`config.mk`:
```
export PLATFORM = sky130hd
export DESIGN_NAME = conv2d_dmem_ctrl
export DESIGN_NICKNAME = d
export VERILOG_FILES = /design/src/rtl/conv2d_dmem_ctrl_pkg.sv /design/src/rtl/conv2d_dmem_ctrl_resp_fifo.sv /design/src/rtl/conv2d_dmem_ctrl.sv
export SDC_FILE = /design/constraint.sdc
export NUM_CORES = 1
export LEC_CHECK = 0
export BUFFER_PORTS_ARGS = -buffer_cell sky130_fd_sc_hd__buf_2
export CAP_MARGIN = 20
export CORE_ASPECT_RATIO = 1.75
export CORE_UTILIZATION = 45
export CTS_CLUSTER_DIAMETER = 120
export CTS_CLUSTER_SIZE = 12
export DETAILED_ROUTE_END_ITERATION = 12
export PLACE_DENSITY = 0.73
export RECOVER_POWER = 50
export SLEW_MARGIN = 20
export SYNTH_ARGS = -nofsm -noshare
export SYNTH_HDL_FRONTEND = slang
export SYNTH_HIERARCHICAL = 1
export SYNTH_SLANG_ARGS = --single-unit
```
`constraint.sdc`:
```
create_clock -name clk -period 3.1 [get_ports clk]
set_input_delay 0.31 -clock clk [delete_from_list [all_inputs] [get_ports clk]]
set_output_delay 0.31 -clock clk [all_outputs]
set_load 0.02 [all_outputs]
```
`src/rtl/conv2d_dmem_ctrl_pkg.sv`:
```
// Shared types and constants for the conv2D IO-DMem controller.
package conv2d_dmem_ctrl_pkg;

  typedef enum logic [1:0] {
    ST_IDLE    = 2'd0,
    ST_RD      = 2'd1,
    ST_WR      = 2'd2,
    ST_WR_RESP = 2'd3
  } state_e;

  // Channel identity, used to remember which burst type was granted last.
  typedef enum logic {
    CH_READ  = 1'b0,
    CH_WRITE = 1'b1
  } chan_e;

  localparam logic       WR_STATUS_OK = 1'b1;
  localparam int         MAX_INFLIGHT = 2;
  localparam logic [3:0] WE_ALL       = 4'hF;

  // A zero-length request still moves one beat.
  function automatic logic [31:0] burst_len(input logic [31:0] len);
    return (len == 32'd0) ? 32'd1 : len;
  endfunction

endpackage

```
`src/rtl/conv2d_dmem_ctrl_resp_fifo.sv`:
```
// 2-entry read-response FIFO with fall-through when empty, so a DMem word
// can be presented to the consumer in the same cycle it leaves the memory.
module conv2d_dmem_ctrl_resp_fifo #(
  parameter int DWIDTH = 32
) (
  input  logic              clk,
  input  logic              rst,
  input  logic              push_i,
  input  logic [DWIDTH-1:0] push_data_i,
  input  logic              pop_i,
  output logic [DWIDTH-1:0] data_o,
  output logic              valid_o,
  output logic [1:0]        count_o
);

  logic [DWIDTH-1:0] mem_q [2];
  logic              wr_ptr_q;
  logic              rd_ptr_q;
  logic [1:0]        count_q;
  logic              empty;
  logic              pop_eff;
  logic              store;
  logic              take;

  assign empty   = (count_q == 2'd0);
  assign valid_o = ~empty | push_i;
  assign data_o  = empty ? push_data_i : mem_q[rd_ptr_q];
  assign pop_eff = pop_i & valid_o;
  // A word that arrives into an empty FIFO and is consumed at once is never stored.
  assign store   = push_i & ~(empty & pop_eff);
  assign take    = pop_eff & ~empty;
  assign count_o = count_q;

  // Pointer and occupancy bookkeeping.
  always_ff @(posedge clk or negedge rst) begin
    if (!rst) begin
      wr_ptr_q <= 1'b0;
      rd_ptr_q <= 1'b0;
      count_q  <= 2'd0;
    end else begin
      wr_ptr_q <= wr_ptr_q ^ store;
      rd_ptr_q <= rd_ptr_q ^ take;
      count_q  <= count_q + {1'b0, store} - {1'b0, take};
    end
  end

  // Data storage; contents are meaningless while count is zero, so no reset.
  always_ff @(posedge clk) begin
    if (store) mem_q[wr_ptr_q] <= push_data_i;
  end

endmodule

```
`src/rtl/conv2d_dmem_ctrl.sv`:
```
// Serializes burst read/write requests from the conv2D accelerator onto a
// single-port synchronous DMem with 1-cycle read latency.
module conv2d_dmem_ctrl
  import conv2d_dmem_ctrl_pkg::*;
#(
  parameter int AWIDTH      = 32,
  parameter int DWIDTH      = 32,
  parameter int DMEM_AWIDTH = 14
) (
  input  logic                   clk,
  input  logic                   rst,
  input  logic [AWIDTH-1:0]      req_read_addr,
  input  logic                   req_read_addr_valid,
  output logic                   req_read_addr_ready,
  input  logic [31:0]            req_read_len,
  output logic [DWIDTH-1:0]      resp_read_data,
  output logic                   resp_read_data_valid,
  input  logic                   resp_read_data_ready,
  input  logic [AWIDTH-1:0]      req_write_addr,
  input  logic                   req_write_addr_valid,
  output logic                   req_write_addr_ready,
  input  logic [31:0]            req_write_len,
  input  logic [DWIDTH-1:0]      req_write_data,
  input  logic                   req_write_data_valid,
  output logic                   req_write_data_ready,
  output logic                   resp_write_status,
  output logic                   resp_write_status_valid,
  input  logic                   resp_write_status_ready,
  output logic [DMEM_AWIDTH-1:0] dmem_addr,
  output logic [DWIDTH-1:0]      dmem_din,
  output logic [3:0]             dmem_we,
  output logic                   dmem_en,
  input  logic [DWIDTH-1:0]      dmem_dout
);

  state_e                 state_q, state_d;
  chan_e                  rr_last_q, rr_last_d;
  logic [DMEM_AWIDTH-1:0] addr_q, addr_d;
  logic [31:0]            len_q, len_d;
  logic [31:0]            cnt_q, cnt_d;
  logic                   inflight_q, inflight_d;
  logic [1:0]             fifo_count;
  logic [2:0]             occ;
  logic                   rd_grant;
  logic                   wr_grant;
  logic                   unused_addr_bits;

  // Upper request-address bits are dropped: DMem addressing wraps.
  assign unused_addr_bits = ^{req_read_addr[AWIDTH-1:DMEM_AWIDTH],
                              req_write_addr[AWIDTH-1:DMEM_AWIDTH]};

  // Round-robin: on contention, serve the channel that was not served last.
  assign rd_grant = req_read_addr_valid & (~req_write_addr_valid | (rr_last_q == CH_WRITE));
  assign wr_grant = req_write_addr_valid & (~req_read_addr_valid | (rr_last_q == CH_READ));

  // Words buffered plus the one possibly coming out of DMem this cycle.
  assign occ = {1'b0, fifo_count} + {2'b00, inflight_q};

  assign dmem_addr         = addr_q;
  assign dmem_din          = req_write_data;
  assign resp_write_status = WR_STATUS_OK;

  conv2d_dmem_ctrl_resp_fifo #(.DWIDTH(DWIDTH)) u_resp_fifo (
    .clk         (clk),
    .rst         (rst),
    .push_i      (inflight_q),
    .push_data_i (dmem_dout),
    .pop_i       (resp_read_data_ready),
    .data_o      (resp_read_data),
    .valid_o     (resp_read_data_valid),
    .count_o     (fifo_count)
  );

  // Control state register.
  always_ff @(posedge clk or negedge rst) begin
    if (!rst) begin
      state_q    <= ST_IDLE;
      rr_last_q  <= CH_WRITE;
      addr_q     <= '0;
      len_q      <= 32'd1;
      cnt_q      <= 32'd0;
      inflight_q <= 1'b0;
    end else begin
      state_q    <= state_d;
      rr_last_q  <= rr_last_d;
      addr_q     <= addr_d;
      len_q      <= len_d;
      cnt_q      <= cnt_d;
      inflight_q <= inflight_d;
    end
  end

  // Arbitration, burst sequencing, DMem strobes and handshake outputs.
  always_comb begin
    state_d                 = state_q;
    rr_last_d               = rr_last_q;
    addr_d                  = addr_q;
    len_d                   = len_q;
    cnt_d                   = cnt_q;
    inflight_d              = 1'b0;
    req_read_addr_ready     = 1'b0;
    req_write_addr_ready    = 1'b0;
    req_write_data_ready    = 1'b0;
    resp_write_status_valid = 1'b0;
    dmem_en                 = 1'b0;
    dmem_we                 = 4'h0;
    case (state_q)
      ST_IDLE: begin
        // Readies are held low while reset is asserted.
        req_read_addr_ready  = rd_grant & rst;
        req_write_addr_ready = wr_grant & rst;
        if (rd_grant) begin
          state_d   = ST_RD;
          addr_d    = req_read_addr[DMEM_AWIDTH-1:0];
          len_d     = burst_len(req_read_len);
          cnt_d     = 32'd0;
          rr_last_d = CH_READ;
        end else if (wr_grant) begin
          state_d   = ST_WR;
          addr_d    = req_write_addr[DMEM_AWIDTH-1:0];
          len_d     = burst_len(req_write_len);
          cnt_d     = 32'd0;
          rr_last_d = CH_WRITE;
        end
      end
      ST_RD: begin
        // Only issue when the FIFO is guaranteed room for the returning word.
        if ((cnt_q != len_q) && (occ < 3'(MAX_INFLIGHT))) begin
          dmem_en    = 1'b1;
          inflight_d = 1'b1;
          addr_d     = addr_q + DMEM_AWIDTH'(1);
          cnt_d      = cnt_q + 32'd1;
        end else if ((cnt_q == len_q) && !inflight_q && (fifo_count == 2'd0)) begin
          state_d = ST_IDLE;
        end
      end
      ST_WR: begin
        req_write_data_ready = 1'b1;
        if (req_write_data_valid) begin
          dmem_en = 1'b1;
          dmem_we = WE_ALL;
          addr_d  = addr_q + DMEM_AWIDTH'(1);
          cnt_d   = cnt_q + 32'd1;
          if ((cnt_q + 32'd1) == len_q) state_d = ST_WR_RESP;
        end
      end
      ST_WR_RESP: begin
        resp_write_status_valid = 1'b1;
        if (resp_write_status_ready) state_d = ST_IDLE;
      end
      default: state_d = ST_IDLE;
    endcase
  end

endmodule

```
==> flow_summary_export.csv, run 1 <==
group,metric,value,unit
sta,clock.fmax,332.1,MHz
placed_design,place_congestion,0.9581,
cells_and_area,num_antenna_cells,0,
clocking,cts_tree,"built",
grt,grt_pass1_wl,38140,µm
worst_setup_path,critPathTopFamily,"simple AND/OR/NAND/NOR gates",
power,peakVddDrop,0.0005500,V
worst_setup_path,crit_required,3.40,ns
floorplan,dieArea,20730,µm²
worst_setup_path,crit_chain,"buf_4 > nand2_1 > nor4_4 > buf_4 > o22ai_1 > a21oi_1 > or4b_1 > nor4b_4 > a21oi_1 > or3_1",
sta,fin_skew,0.01102,ns
detailed_routing,wl_per_cell,17.82,µm
logic_synthesis,synthCells,927,
cells_and_area,fin_nets,1302,
worst_setup_path,crit_fanout,8,
logic_synthesis,syn-cell-area,9061,µm²
detailed_routing,first_iter_violations,579,
floorplan,core,19740,µm²
power,power_density,730.2,nW/µm²
worst_setup_path,slowest_delay,0.54,ns
logic_synthesis,synth_cell_types,77,
cells_and_area,fin_util,54.30,%
detailed_routing,ant_nets,0,
placed_design,hpwl,17970,µm
cells_and_area,final_common_cell,"buf_2",
clocking,cts-root-buf,"clkbuf_16",
grt,antenna_found_initial,0,
clocking,clock-sinks,150,
clocking,htreeDepth,4,
grt,grt.total_usage,23.97,%
worst_setup_path,crit_type,"flip-flop to flip-flop",
logic_synthesis,ys_warn_count,6,
grt,grt.overflow.total,0,
worst_setup_path,end_kind,"flip-flop",
power,power,7827,µW
run,maxCapViolations,0,
power,p_leak,0.004539,µW
cells_and_area,drive_gt1_share,26.43,%
logic_synthesis,syn_avg_cell_area,9.775,µm²
logic_synthesis,ys_seq_area_share,44.99,%
placed_design,io_buffers,186,
floorplan,start_util,45.91,%
floorplan,rows,68,
sta,setup_viol,0,
hold_path,hold_path_class,"input port to flip-flop",
cells_and_area,mostFrequentLayoutCells,"138 x buf_2, 121 x nand2_1, 83 x dfrtp_1, 64 x edfxtp_1, 55 x buf_4",
cells_and_area,nFillCells,1841,
sta,worst_pin_slew,1.347,ns
detailed_routing,firstDrtPassIters,5,
placed_design,dp_cells,1317,
worst_setup_path,crit_path_start_kind,"flip-flop",
logic_synthesis,async_flop_share,57.33,%
detailed_routing,routed_via_density,5.853,
floorplan,ioPinCount,288,
cells_and_area,stdcell_count,1350,
outcome,outcome,"completed",
worst_setup_path,cpMaxStageDelayCell,"or4b_1",
logic_synthesis,synthesis.nets,1137,
worst_setup_path,crit_buf_inv,2,
logic_synthesis,synth_edf_count,64,
clocking,cts_made_buffers,17,
clocking,insertion_delay,0.43,ns
sta,slew_headroom,10.17,%
grt,grt_start_max_net_pins,78,
grt,grt_pass1_vias,7728,
clocking,clk_pin_slew,0.07,ns
detailed_routing,wl,24060,µm
sta,rsz0062_at_grt,"no",
floorplan,fp.dieH,189.7,µm
sta,drv_slew,0,
worst_setup_path,critPathArrivalTime,3.31,ns
clocking,cts_buffer_depth,2,
sta,fin_tns_setup,0,ns
sta,hold_viol,0,
logic_synthesis,dominantRegCellSynth,"dfrtp_1",
sta,fin_crit,3.012,ns
floorplan,die_w,109.3,µm
sta,finalCritPeriodShare,97.15,%
detailed_routing,vias,7902,
cells_and_area,syn2layout_area_growth,18.30,%
logic_synthesis,synth-seq-cells,150,
detailed_routing,drc,0,
[timing repair]
action,in CTS,in global routing
setup buffers,0,0
hold buffers,1,0
resized for setup,0,3
endpoints found under the hold margin,9,0
setup endpoints to repair,0,2
[power by group]
part           internal [µW]  switching [µW]  total (µW)
registers               2460             241        2700
clock network           1210             891        2100
logic                   1150            1880        3030
total                   4810            3010        7830
[per-layer routing]
metal / up-vias / share of wire [%] / routed length [µm] / global-route usage (%)
met3: 96 / 4.8 / 1146 / 4.111
met2: 341 / 52 / 12500 / 42.91
li1: 3728 / - / - / -
met1: 3737 / 38 / 9049 / 25.38
met4: 0 / 5.7 / 1360 / 15.13
met5: - / 0 / 0 / 0
[Yosys cell counts (all sizes together) (11+ instances only)]
library cell | number | area share (%)
mux2 | 11 | 1.4
ha | 11 | 1.5
nand2 | 122 | 5.1
xor2 | 14 | 1.4
nor3 | 46 | 2.7
clkbuf | 31 | 1.3
dfrtp | 84 | 23
nor2 | 38 | 1.6
inv | 19 | 0.79
nand4 | 25 | 2.0
nand3 | 29 | 1.7
a22oi | 31 | 2.6
edfxtp | 64 | 21
mux2i | 40 | 4.4
buf | 69 | 5.4
nor4 | 22 | 1.8
o21ai | 50 | 2.8
xnor2 | 36 | 3.5
a21oi | 62 | 4.7
o31ai | 20 | 1.7
[cells by family (layout without fill, tap and decap cells)]
logic type,count (synthesis),after routing,share of synthesized area [%]
simple gates,326,326,18.66
compound gates,218,218,16.50
other cells,1,1,0.04139
mux,51,51,5.786
flops,150,150,44.99
buf+inv,119,297,7.429
xor+xnor,51,51,5.081
fa+ha+maj,11,11,1.519
[stage by stage]
| stage | instance area [µm²] | hold slack [ns] | setup WS, ns |
|---|---|---|---|
| 3_5_place_dp | 10170 | 0.1627 | 0.05254 |
| 4_1_cts | 10780 | 0.06807 | 0.03558 |
| 3_3_place_gp | 10170 | 0.1651 | 0.09660 |
| 2_1_floorplan | 9061 | 0.01441 | 0.2727 |
| 5_1_grt | 10720 | 0.1147 | 0.02944 |
| 6_report | 10720 | 0.1145 | 0.08847 |
[path summary, 6_finish.rpt]
check	from	end	cells after the start	slack (ns)
setup / recovery	cnt_q[12]	state_q[0]	10	0.09
setup reg to reg	cnt_q[12]	state_q[0]	10	0.09
hold / removal	req_read_len[17]	len_q[17]	3	0.11
max in group asynchronous	rst	u_resp_fifo/rd_ptr_q	3	1.14
min in group asynchronous	rst	cnt_q[26]	2	0.50
hold reg to reg	cnt_q[18]	cnt_q[18]	2	0.50
[worst register-to-register path, cell delays in order, from the launching register on]
cell	delay [ns]
dfrtp_1	0.37
buf_4	0.17
nand2_1	0.14
nor4_4	0.48
buf_4	0.21
o22ai_1	0.07
a21oi_1	0.12
or4b_1	0.54
nor4b_4	0.34
a21oi_1	0.11
or3_1	0.35
[layout make-up]
type | instances | area (µm²) | area share, %
Inverter | 19 | 71.32 | 0.6653
Multi-Input combinational cell | 658 | 4325 | 40.35
Sequential cell | 150 | 4078 | 38.04
Timing Repair Buffer | 246 | 1343 | 12.52
Tap cell | 245 | 306.5 | 2.860
Clock buffer | 17 | 425.4 | 3.969
Clock inverter | 15 | 170.2 | 1.587
[flip-flops by register name (all words and copies together), names as in the netlist]
| signal | count |
|---|---|
| cnt_q | 32 |
| dmem_addr | 14 |
| inflight_q | 1 |
| len_q | 32 |
| rr_last_q | 1 |
| state_q | 2 |
| u_resp_fifo/count_o | 2 |
| u_resp_fifo/mem_q | 64 |
| u_resp_fifo/rd_ptr_q | 1 |
| u_resp_fifo/wr_ptr_q | 1 |
Power figures use the tool's default switching activity.
==> inputs of run 2 (changes only) <==
PLACE_DENSITY = 0.76   (was 0.73)
clock period = 2.56 ns   (was 3.1 ns; I/O delays follow)
==> run 2 against run 1 <==
Against the previous run:
- the run now ends with negative setup slack left
- sequential cell count did not move
- power rose by 35%
- final area rose by 13%
- non-clock buffer count rose by 99
- setup slack got worse by 0.32 ns
- routed wire length rose by 10%
- via count rose by 6.3%
- final cell count rose by 7.3%
- clock-buffer cell count did not move
- sequential share of layout area fell by 4.1 points
- combinational power rose by 52%
- die area did not move
- critical endpoint unchanged
- highest routed layer unchanged
==> flow_summary_export.csv, run 2 (synthesized netlist as in run 1, its figures left out) <==
group,metric,value,unit
power,peakVddDrop,0.0007642,V
sta,hold_viol,0,
worst_setup_path,r2r_cells,9,
clocking,cts_tree,"built",
cells_and_area,final_common_cell,"buf_2",
worst_setup_path,crit_type,"flip-flop to flip-flop",
clocking,insertion_delay,0.42,ns
worst_setup_path,ff2ff_setup_slack,-0.23,ns
floorplan,ioPinCount,288,
detailed_routing,vias,8396,
sta,drv_slew,0,
clocking,cts-root-buf,"clkbuf_16",
clocking,htreeDepth,4,
grt,grt_start_max_net_pins,58,
floorplan,fp.dieH,189.7,µm
floorplan,dieArea,20730,µm²
sta,slew_headroom,5.107,%
detailed_routing,wl,26460,µm
cells_and_area,finish.instance_area,12060,µm²
cells_and_area,fin_nets,1401,
grt,grt_pass1_wl,40200,µm
sta,rsz0062_at_grt,"yes",
worst_setup_path,rr_endpoint,"state_q[0]",
detailed_routing,routed_via_density,5.794,
hold_path,hold_path_class,"input port to flip-flop",
floorplan,start_util,45.91,%
placed_design,place_ws,-0.2936,ns
cells_and_area,syn2layout_area_growth,33.13,%
worst_setup_path,crit_fanout,4,
floorplan,rows,68,
clocking,cts_made_buffers,17,
worst_setup_path,crit_required,2.86,ns
placed_design,placed_cell_area,10830,µm²
cells_and_area,top_regs,"u_resp_fifo/mem_q x64, cnt_q x32, len_q x32",
worst_setup_path,r2r-start,"cnt_q[12]",
sta,setup_viol,12,
floorplan,die_w,109.3,µm
grt,antenna_found_initial,0,
floorplan,core,19740,µm²
detailed_routing,first_iter_violations,556,
placed_design,io_buffers,186,
clocking,clock-sinks,150,
outcome,violations,"negative setup slack",
sta,final.setup.worst_slack,-0.2302,ns
worst_setup_path,end_kind,"flip-flop",
sta,fin_skew,0.01130,ns
sta,fin_crit,2.790,ns
outcome,outcome,"finished, violations left",
cells_and_area,num_antenna_cells,0,
placed_design,hpwl,19010,µm
grt,grt.overflow.total,0,
detailed_routing,ant_nets,0,
placed_design,place_congestion,0.9344,
hold_path,min_to,"len_q[28]",
sta,clock.fmax,358.4,MHz
grt,grt_pass1_vias,8283,
cells_and_area,largest_reg_flops,64,
hold_path,hold_start,"req_read_len[28]",
detailed_routing,wl_per_cell,18.26,µm
hold_path,hold_depth,3,
sta,finalCritPeriodShare,109.0,%
worst_setup_path,critPathArrivalTime,3.09,ns
clocking,cts_buffer_depth,2,
cells_and_area,largest_register,"u_resp_fifo/mem_q",
power,power_density,876.9,nW/µm²
run,maxCapViolations,0,
sta,worst_pin_slew,1.423,ns
grt,grt.total_usage,25.19,%
power,p_leak,0.005288,µW
cells_and_area,mostFrequentLayoutCells,"153 x buf_2, 133 x buf_4, 118 x nand2_1, 74 x dfrtp_1, 64 x edfxtp_1",
sta,final.hold.worst_slack,0.06259,ns
cells_and_area,drive_gt1_share,39.20,%
clocking,clk_pin_slew,0.07,ns
sta,fin_tns_setup,-0.9590,ns
worst_setup_path,setup.worst_path.start,"cnt_q[12]",
power,power,10580,µW
worst_setup_path,crit_path_start_kind,"flip-flop",
detailed_routing,drc,0,
detailed_routing,firstDrtPassIters,6,
[run 2: changes by cell type in the layout (fill, tap and decap cells not counted), sizes merged]
cell      delta
buf        +113
clkbuf      -14
clkinv       -3
inv          +3
bufinv       +2
clkinvlp     -2
[run 2: metal layers]
layer / track usage, % / share of wire [%] / vias up
met1: 26.36 / 37 / 3991
met3: 3.905 / 4.8 / 101
met5: 0 / 0 / -
met4: 15.18 / 5.4 / 0
met2: 46.06 / 53 / 384
li1: - / - / 3920
[run 2: how the worst max path moves through the flow]
stage               slack [ns]          to  depth (start not counted)
floorplan                -0.05  state_q[0]                         10
global placement         -0.27  state_q[0]                          8
detailed placement       -0.29  state_q[0]                          8
finish                   -0.23  state_q[0]                          9
global route             -0.30  state_q[0]                         10
CTS                      -0.20     dmem_en                          9
[run 2: what timing repair did]
action	CTS	global route
endpoints found under the setup margin	48	37
setup buffers	10	12
gates resized for setup	26	91
pin swaps	15	35
endpoints found under the hold margin	28	0
gates cloned	0	2
hold buffers	1	0
[run 2: layout make-up]
type | instances | area (µm²)
fill | 1659 | 7676
sequential | 150 | 4089
clock inverter | 15 | 230.2
multi-input combinational | 658 | 4687
tap | 245 | 306.5
inverter | 19 | 71.32
clock buffer | 17 | 425.4
timing repair buffer | 345 | 2253
[run 2: metrics by stage]
stage	utilization [%]	instances
floorplan	-	927
global placement	54.87	1393
detailed placement	54.87	1393
CTS	59.23	1436
global route	61.11	1449
finish	61.11	1449
[run 2: critical path, stage by stage, from the launching register on]
cell and delay [ns]:
dfrtp_1 0.42, nand2_1 0.15, nor4_4 0.33, buf_4 0.20, nand4_4 0.10, xor2_1 0.18
or4_4 0.52, nor4b_4 0.32, a21oi_1 0.11, or3_1 0.34
[run 2: report_power, final]
part           internal, µW  switching (µW)  total (µW)
Sequential             2990             214        3200
Combinational          1920            2680        4600
Clock                  1680            1090        2770
Total                  6590            3990       10600
